===== src/rtl/aes_output_interface_pkg.sv =====
// ---------------------------------------------------------------------------
// aes_output_interface_pkg
// Shared definitions for the AES result output path: host command codes,
// output-buffer state encodings, stream source select and datapath widths.
// The command codes and state encodings are the same ones the AES input
// interface uses. Keep the two blocks in step when editing.
// ---------------------------------------------------------------------------
package aes_output_interface_pkg;

    typedef enum logic [1:0] {
        C_ID = 2'b00,   // idle / pause
        C_RC = 2'b01,   // read ciphertext
        C_RK = 2'b10,   // read key
        C_CL = 2'b11    // clear
    } cmd_t;

    typedef enum logic [1:0] {
        EMPTY  = 2'b00,
        FULL   = 2'b01,
        STREAM = 2'b10
    } state_t;

    typedef enum logic {
        SRC_CT  = 1'b0,
        SRC_KEY = 1'b1
    } src_t;

    localparam int unsigned DATA_W = 128;
    localparam int unsigned BYTE_W = 8;
    localparam int unsigned CNT_W  = 4;

    localparam logic [CNT_W-1:0] LAST_BYTE = 4'd15;

endpackage


===== src/rtl/aes_byte_select.sv =====
// ---------------------------------------------------------------------------
// aes_byte_select
// Picks byte idx out of a 128-bit block, MSB-first: idx 0 is bits [127:120],
// idx 15 is bits [7:0].
//
// Ports
//   data_buf  in  128  block to stream
//   idx       in  4    byte index
//   byte_out  out 8    selected byte
// ---------------------------------------------------------------------------
module aes_byte_select
    import aes_output_interface_pkg::*;
(
    input  logic [DATA_W-1:0] data_buf,
    input  logic [CNT_W-1:0]  idx,
    output logic [BYTE_W-1:0] byte_out
);

    // 127 - 8*idx == (15 - idx)*8 + 7 == {~idx, 3'b111}
    assign byte_out = data_buf[{~idx, 3'b111} -: BYTE_W];

endmodule


===== src/rtl/aes_output_interface.sv =====
// ---------------------------------------------------------------------------
// aes_output_interface
// Captures the AES engine result on the rising edge of engine_done and
// streams it to the host one byte per cycle, MSB-first, under command
// control.
//
// Optional feature macro: AES_OUT_KEY_READBACK_EN
//   defined   : key buffer present, C_RK streams the key
//   undefined : no key buffer, key_in unused, C_RK acts like C_ID
//
// Ports
//   clk          in  1    clock, rising edge
//   rst_         in  1    asynchronous reset, active low
//   cmd          in  2    C_ID / C_RC / C_RK / C_CL
//   ct_in        in  128  ciphertext, valid while engine_done is high
//   key_in       in  128  key, valid while engine_done is high
//   engine_done  in  1    engine result-ready level
//   dout         out 8    streamed byte
//   dout_valid   out 1    dout carries a byte this cycle
//   out_ready    out 1    a captured result is buffered
//   read_done    out 1    pulse with the 16th byte of a stream
//   overrun      out 1    sticky: a result arrived mid-stream and was dropped
//
// State  | meaning
// -------+---------------------------------------------------------------
// EMPTY  | nothing buffered; read commands ignored
// FULL   | result buffered, no stream in progress
// STREAM | stream in progress; cnt is the index of the next byte
//
// A read command seen in FULL emits byte 0 on the same edge that enters
// STREAM, so holding a read command for 16 cycles yields all 16 bytes with
// one cycle of latency.
// ---------------------------------------------------------------------------
module aes_output_interface
    import aes_output_interface_pkg::*;
(
    input  logic                clk,
    input  logic                rst_,
    input  logic [1:0]          cmd,
    input  logic [DATA_W-1:0]   ct_in,
    input  logic [DATA_W-1:0]   key_in,
    input  logic                engine_done,
    output logic [BYTE_W-1:0]   dout,
    output logic                dout_valid,
    output logic                out_ready,
    output logic                read_done,
    output logic                overrun
);

    state_t              state;
    src_t                src;
    logic [CNT_W-1:0]    cnt;
    logic                done_q;
    logic [DATA_W-1:0]   ct_buf;

    cmd_t                cmd_e;
    logic                capture;
    logic                rd_ct;
    logic                rd_key;
    logic                rd_any;
    src_t                rd_src;
    logic                emit;
    logic [CNT_W-1:0]    emit_cnt;
    logic [DATA_W-1:0]   sel_buf;
    logic [BYTE_W-1:0]   sel_byte;

    assign cmd_e   = cmd_t'(cmd);
    assign capture = engine_done & ~done_q;
    assign rd_ct   = (cmd_e == C_RC);

`ifdef AES_OUT_KEY_READBACK_EN
    logic [DATA_W-1:0]   key_buf;

    assign rd_key  = (cmd_e == C_RK);
    assign sel_buf = (rd_src == SRC_KEY) ? key_buf : ct_buf;
`else
    logic                unused_key_in;

    assign unused_key_in = ^key_in;
    assign rd_key  = 1'b0;
    assign sel_buf = ct_buf;
`endif

    assign rd_any = rd_ct | rd_key;
    assign rd_src = rd_key ? SRC_KEY : SRC_CT;

    // Decide whether this edge emits a byte and which index it is. A read
    // of the other source while streaming restarts at byte 0. A capture in
    // FULL takes precedence over starting a stream, so a stream never starts
    // from a buffer that is being overwritten on the same edge.
    always_comb begin
        emit     = 1'b0;
        emit_cnt = '0;
        if (cmd_e != C_CL) begin
            case (state)
                FULL: begin
                    emit = rd_any & ~capture;
                end
                STREAM: begin
                    emit = rd_any;
                    if (rd_src == src) begin
                        emit_cnt = cnt;
                    end
                end
                default: begin
                end
            endcase
        end
    end

    aes_byte_select u_byte_select (
        .data_buf (sel_buf),
        .idx      (emit_cnt),
        .byte_out (sel_byte)
    );

    always_ff @(posedge clk or negedge rst_) begin
        if (!rst_) begin
            state      <= EMPTY;
            src        <= SRC_CT;
            cnt        <= '0;
            done_q     <= 1'b0;
            ct_buf     <= '0;
`ifdef AES_OUT_KEY_READBACK_EN
            key_buf    <= '0;
`endif
            dout       <= '0;
            dout_valid <= 1'b0;
            out_ready  <= 1'b0;
            read_done  <= 1'b0;
            overrun    <= 1'b0;
        end else begin
            done_q     <= engine_done;
            dout_valid <= 1'b0;
            read_done  <= 1'b0;

            if (emit) begin
                dout       <= sel_byte;
                dout_valid <= 1'b1;
            end

            if (cmd_e == C_CL) begin
                state     <= EMPTY;
                src       <= SRC_CT;
                cnt       <= '0;
                ct_buf    <= '0;
`ifdef AES_OUT_KEY_READBACK_EN
                key_buf   <= '0;
`endif
                out_ready <= 1'b0;
                overrun   <= 1'b0;
            end else begin
                case (state)
                    EMPTY: begin
                        if (capture) begin
                            ct_buf    <= ct_in;
`ifdef AES_OUT_KEY_READBACK_EN
                            key_buf   <= key_in;
`endif
                            out_ready <= 1'b1;
                            state     <= FULL;
                        end
                    end

                    FULL: begin
                        if (capture) begin
                            ct_buf  <= ct_in;
`ifdef AES_OUT_KEY_READBACK_EN
                            key_buf <= key_in;
`endif
                        end else if (rd_any) begin
                            src   <= rd_src;
                            cnt   <= emit_cnt + 4'd1;
                            state <= STREAM;
                        end
                    end

                    STREAM: begin
                        // Results arriving mid-stream are dropped so the
                        // bytes already sent stay consistent.
                        if (capture) begin
                            overrun <= 1'b1;
                        end
                        if (rd_any) begin
                            src <= rd_src;
                            if (emit_cnt == LAST_BYTE) begin
                                read_done <= 1'b1;
                                cnt       <= '0;
                                state     <= FULL;
                            end else begin
                                cnt <= emit_cnt + 4'd1;
                            end
                        end
                    end

                    default: begin
                        state <= EMPTY;
                    end
                endcase
            end
        end
    end

endmodule

===== config.mk =====
export PLATFORM = sky130hd
export DESIGN_NAME = aes_output_interface
export DESIGN_NICKNAME = d
export VERILOG_FILES = /design/src/rtl/aes_output_interface_pkg.sv /design/src/rtl/aes_byte_select.sv /design/src/rtl/aes_output_interface.sv
export SDC_FILE = /design/constraint.sdc
export NUM_CORES = 1
export LEC_CHECK = 0
export ABC_CLOCK_PERIOD_IN_PS = 6400
export BUFFER_PORTS_ARGS = -buffer_cell sky130_fd_sc_hd__buf_2
export CAP_MARGIN = 0
export CORE_ASPECT_RATIO = 0.75
export CORE_UTILIZATION = 45
export DETAILED_ROUTE_END_ITERATION = 10
export GPL_ROUTABILITY_DRIVEN = 0
export HOLD_SLACK_MARGIN = 0.12
export PLACE_DENSITY = 0.8
export RECOVER_POWER = 100
export SLEW_MARGIN = 20
export SYNTH_ARGS = -nofsm -noshare
export SYNTH_HDL_FRONTEND = slang
export SYNTH_SLANG_ARGS = --single-unit

===== constraint.sdc =====
create_clock -name clk -period 6.4 [get_ports clk]
set_input_delay 1.92 -clock clk [delete_from_list [all_inputs] [get_ports clk]]
set_output_delay 1.92 -clock clk [all_outputs]
set_load 0.01 [all_outputs]

After elaboration in Yosys (flattened, before gate mapping). Cells that the tools add are included.

Register bits after elaboration: 148. Memories: 0. Logic and storage cells: 76. RAM bits: 0. Memory bits (read-only): 0. Latch bits: 0.

Shift operators: 1. Muxes and demuxes: 35. Bitwise logic cells: 5. Reduce and logical (&&, ||, !) cells: 13. $lt $le $gt $ge: 0. Eq/ne operators: 11. Multiply operators: 0. Div/mod/pow operators: 0. $add $sub $neg: 1.

Operators by type and width (number): $mux W128 (3); $shiftx A135 B8 Y8 (1); $mux W4 (8); $ne A3 B3 Y1 const B (5); $mux W1 (14); $mux W2 (6); $pmux W4 S2 (1); $reduce_and A2 Y1 (4); $reduce_bool A2 Y1 (4); $pmux W2 S3 (1); $reduce_and A5 Y1 (1); $add A4 B1 Y4 const B (1); $eq A2 B1 Y1 const B (2); $eq A2 B2 Y1 const B (2); $eq A4 B4 Y1 const B (1); $not A4 Y4 (1); $pmux W1 S2 (2); $reduce_and A4 Y1 (1); $reduce_bool A3 Y1 (1); $and A1 B1 Y1 (2); $logic_not A2 Y1 (1); $ne A2 B2 Y1 const B (1); $not A1 Y1 (2); $reduce_or A2 Y1 (1).

Longest topological paths before layout.
Depth in word-level cells: 8. Depth in mapped cells: 13.

Hierarchy. From an unflattened synthesis, not the netlist that was laid out.

Cell total of the unflattened synthesis: 712. Area total of the unflattened synthesis: 7100.6 µm².

By module, submodules not included: aes_output_interface (cells an instance 642, area an instance 6067.1 µm², times used 1, seq. area each 3678.5 µm²); aes_byte_select (cells an instance 70, area an instance 1033.5 µm², times used 1, seq. area each 0.0 µm²).

Worst setup path before layout. OpenSTA, ideal clock, no wires.

Kind: in2reg. From: input port cmd[1]. To: register state[1]. Buffers on the path: 2. Data required time: 6.268 ns. Cell stages on the path: 10. Setup slack: 2.839 ns. Arrival time: 3.429 ns. Cell sequence: a21boi_0 > and2_1 > buf_4 > buf_6 > ha_1 > and3_1 > nand2_1 > a221o_1 > mux2i_1 > nor2_1.

Longest elaborated chain between the ends: 5. Elaborated cells between the ends (all ways): 12.

RTL lines: from (decl) (line aes_output_interface.sv:39) `input logic [1:0] cmd,`; $ne A2 B2 Y1 (line aes_output_interface.sv:94) `if (cmd_e != C_CL) begin`; $mux W4 (line aes_output_interface.sv:94); $eq A4 B4 Y1 (line aes_output_interface.sv:186) `if (emit_cnt == LAST_BYTE) begin`; $ne A3 B3 Y1 (no line); $reduce_and A5 Y1 (no line); to (signal assigned) (line aes_output_interface.sv:119) `state <= EMPTY;`; to (signal assigned) (line aes_output_interface.sv:189) `state <= FULL;`; to (signal assigned) (line aes_output_interface.sv:197) `state <= EMPTY;`; to (decl) (line aes_output_interface.sv:50) `state_t state;`.

Parallel ways exist; a longest one is shown, timed or not. A chain may end at the register's enable or synchronous reset.

Worst setup path in the final report.
From: input port engine_done. To: register ct_buf[40].

Longest elaborated chain between the ends: 3.

RTL lines: from (decl) (line aes_output_interface.sv:42) `input logic engine_done,`; $and A1 B1 Y1 (line aes_output_interface.sv:68) `assign capture = engine_done & ~done_q;`; $reduce_bool A2 Y1 (no line); $reduce_and A2 Y1 (no line); to (signal assigned) (line aes_output_interface.sv:156) `ct_buf <= ct_in;`; to (signal assigned) (line aes_output_interface.sv:167) `ct_buf <= ct_in;`; to (decl) (line aes_output_interface.sv:54) `logic [DATA_W-1:0] ct_buf;`.

Every way passes these cells.

==> summary.json <==
{
  "yosys": {
    "most_used_dff_post_synth": "dfrtp_1",
    "synth_sequential_area_ratio_pct": 49.2,
    "synth-edff-count": 0,
    "net_count_after_synthesis": 1153,
    "netlist-cell-type-count": 46,
    "post_synth_instance_area_mm2": 0.00747,
    "syn_area_per_cell_um2": 8.41,
    "ys.warnings.count": 0,
    "ys_seq_elements": 147,
    "synthCells": 888,
    "async_flop_share_pct": 100
  },
  "min_path": {
    "hold_end": "out_ready",
    "worst_hold_stages": 2,
    "start_point_of_the_worst_hold_path": "out_ready",
    "worst_hold_path_type": "flop to flop"
  },
  "clocking": {
    "cts_hold_repair.buffers": 0,
    "cts_tree": "done",
    "h-tree-depth": 4,
    "clkSinkCount": 147,
    "clock_latency_ns": 0.42,
    "cts_buffer_count": 17,
    "postCtsSetupRepairBufs": 0,
    "clock_path_buffers": 2,
    "cts_root_buf": "clkbuf_16",
    "clk_transition_reported_paths_ns": 0.06,
    "post_cts_resize_count": 0
  },
  "die": {
    "fp.dieArea_mm2": 0.0171,
    "core_area_mm2": 0.0161,
    "initial_core_utilization_pct": 46.4,
    "design.portCount": 273,
    "placementRows": 40,
    "chipWidth_um": 151,
    "floorplan.die.height_um": 114
  },
  "route": {
    "first_iter_violations": 625,
    "detail_route.first_pass.iterations": 7,
    "drc": 0,
    "final_antenna_net_count": 0,
    "num_vias": 6818,
    "wl_per_cell_um": 17.2,
    "drt-total-wl_um": 20800,
    "avgViaCountPerCell": 5.64
  },
  "power": {
    "power-per-cell-area_mw_per_mm2": 374,
    "p_leak_nw": 3.75,
    "total_power_mw": 3.28,
    "ir_drop_mv": 0.164
  },
  "timing": {
    "finClkSkew_ns": 0.00851,
    "unrepaired_setup_endpoints_after_global_routing": "false",
    "final.period_utilization_pct": 76.1,
    "timing.final.setup_violations": 0,
    "fmaxAchievable_mhz": 205,
    "relSlewSlack_pct": -118,
    "period_needed_ns": 4.87,
    "report.final.slew_viol_count": 211,
    "final_hold_viol_count": 0,
    "worst_slew_pin_slew_ns": 3.28,
    "finalSetupTns_ns": 0
  },
  "worst_setup_path": {
    "crit_family": "buffers and inverters",
    "critPathLaunch": "engine_done",
    "r2r_cells": 6,
    "timing.critical_path.cells": "clkbuf_1 > nor2b_1 > o21ai_4 > clkbuf_1 > nand2_1 > a21oi_1",
    "cp.arrival_ns": 5.19,
    "reg2reg_from": "state[1]",
    "timing.critical_path.fanout_max": 76,
    "critical_path.startpoint_type": "primary input",
    "timing.critical_path.buf_inv": 2,
    "critical_path.reg2reg.endpoint": "ct_buf[40]",
    "setup.reg_to_reg.worst_slack_ns": 2.48,
    "cp_num_cells": 6,
    "timing_worst_setup_path_type": "primary input to flop",
    "critical_path_max_stage_delay_ns": 2.32,
    "timing.critical_path.required_ns": 6.72,
    "crit_top_cell": "clkbuf_1",
    "worst_setup_path_end_kind": "flop",
    "crit_slowest_cell": "clkbuf_1"
  },
  "place": {
    "hpwl_um": 13600,
    "quantity_of_i_o_buffers_inserted_on_ports": 144
  },
  "grt": {
    "global_route.usage.total_pct": 25.2,
    "via_count_of_the_first_global_routing_pass": 6226,
    "grt_antenna_before_repair": 0,
    "overflow": 0,
    "grt_max_degree": 110,
    "grt_first_pass_wirelength_um": 32900
  },
  "run_status": {
    "violated_checks": "max-capacitance violations, max-slew violations",
    "status": "finished with violations"
  },
  "finish": {
    "layout.cells.most_common": "nand2_1",
    "area.growth.synth_to_final_pct": 17.3,
    "layout-drive-gt1-share_pct": 19.2,
    "fin_nets": 1251,
    "final_cell_mix": "nand2_1 (289), a21oi_1 (174), dfrtp_1 (145), buf_2 (129), nor2_1 (35)",
    "antenna_cells_inserted": 0
  },
  "flow_run": {
    "drv.max_cap_violation_count": 4
  }
}
synth_stat cells (all sizes together), types with 2 or more instances:
cell | n | area share (%)
a21oi | 174 | 12
a41oi | 8 | 0.94
and3 | 2 | 0.17
buf | 52 | 4.0
o221ai | 8 | 0.94
o31ai | 2 | 0.20
nand2b | 2 | 0.17
o22ai | 2 | 0.17
nor3 | 17 | 1.2
nor2 | 36 | 1.8
nor2b | 2 | 0.17
clkbuf | 23 | 1.2
o22a | 8 | 0.94
mux2i | 18 | 2.4
o211ai | 7 | 0.70
inv | 16 | 0.80
and2 | 3 | 0.25
a211oi | 24 | 2.9
nor3b | 2 | 0.20
a21boi | 2 | 0.20
nand2 | 290 | 15
mux2 | 7 | 1.1
o21ai | 5 | 0.33
ha | 4 | 0.67
a221oi | 8 | 0.94
a31oi | 8 | 0.67
dfrtp | 147 | 49
sequential cells by signal, summed over array words and instances (netlist names):
| signal | count |
|---|---|
| dout_valid | 1 |
| overrun | 1 |
| out_ready | 1 |
| ct_buf | 128 |
| read_done | 1 |
| dout | 8 |
| done_q | 1 |
| cnt | 4 |
| state | 2 |
metrics by stage:
step	setup WS [ns]	util (%)	hold slack, ns	instance area (um2)	instances
2_1_floorplan	2.84	-	0.501	7470	888
3_3_place_gp	2.13	50.7	0.476	8160	1176
3_5_place_dp	2.10	50.7	0.487	8160	1176
4_1_cts	2.51	54.5	0.510	8790	1208
5_1_grt	1.20	54.4	0.540	8760	1209
6_report	1.53	54.4	0.515	8760	1209
how the worst max path moves through the flow:
stage / end / slack (ns)
after floorplan: state[1] / 2.84
after global placement: state[1] / 2.13
after detailed placement: state[1] / 2.10
after CTS: state[1] / 2.51
after global routing: ct_buf[66] / 1.20
final: ct_buf[40] / 1.53
power by group:
part           total, mW  switching [mW]  internal, mW
clock               1.04           0.401         0.641
sequential          1.36           0.203          1.16
combinational      0.873           0.538         0.335
kinds of logic (layout without fill, tap and decap cells):
group / count (synthesis) / in the layout / synth area share, %
compound gates: 263 / 263 / 21.5
fa+ha+maj: 4 / 4 / 0.670
buf+inv: 91 / 202 / 5.98
flops: 147 / 147 / 49.2
mux: 25 / 25 / 3.47
simple gates: 358 / 358 / 19.1
worst reg2reg max path: stages, from the launching register on:
cell and delay, ns:
dfrtp_1 0.38, inv_1 0.08, ha_1 0.32, o21ai_4 0.18, clkbuf_1 2.32, nand2_1 0.27, a21oi_1 0.27
metal layers:
metal | track usage, % | up-vias | part of all wire [%]
met5 | 0 | - | 0
met4 | 7.20 | 0 | 1.7
met3 | 5.36 | 25 | 9.4
met2 | 36.6 | 333 | 44
met1 | 37.6 | 3236 | 45
li1 | - | 3224 | -
final cells by class:
class / count / area (um2)
Clock inverter: 9 / 118
Sequential cell: 147 / 3680
Multi-Input combinational cell: 650 / 3350
Clock buffer: 23 / 508
Tap cell: 210 / 263
Fill cell: 1506 / 7350
Inverter: 16 / 60.1
Timing Repair Buffer: 154 / 783
Note: power is estimated with default switching activity, not from simulation.
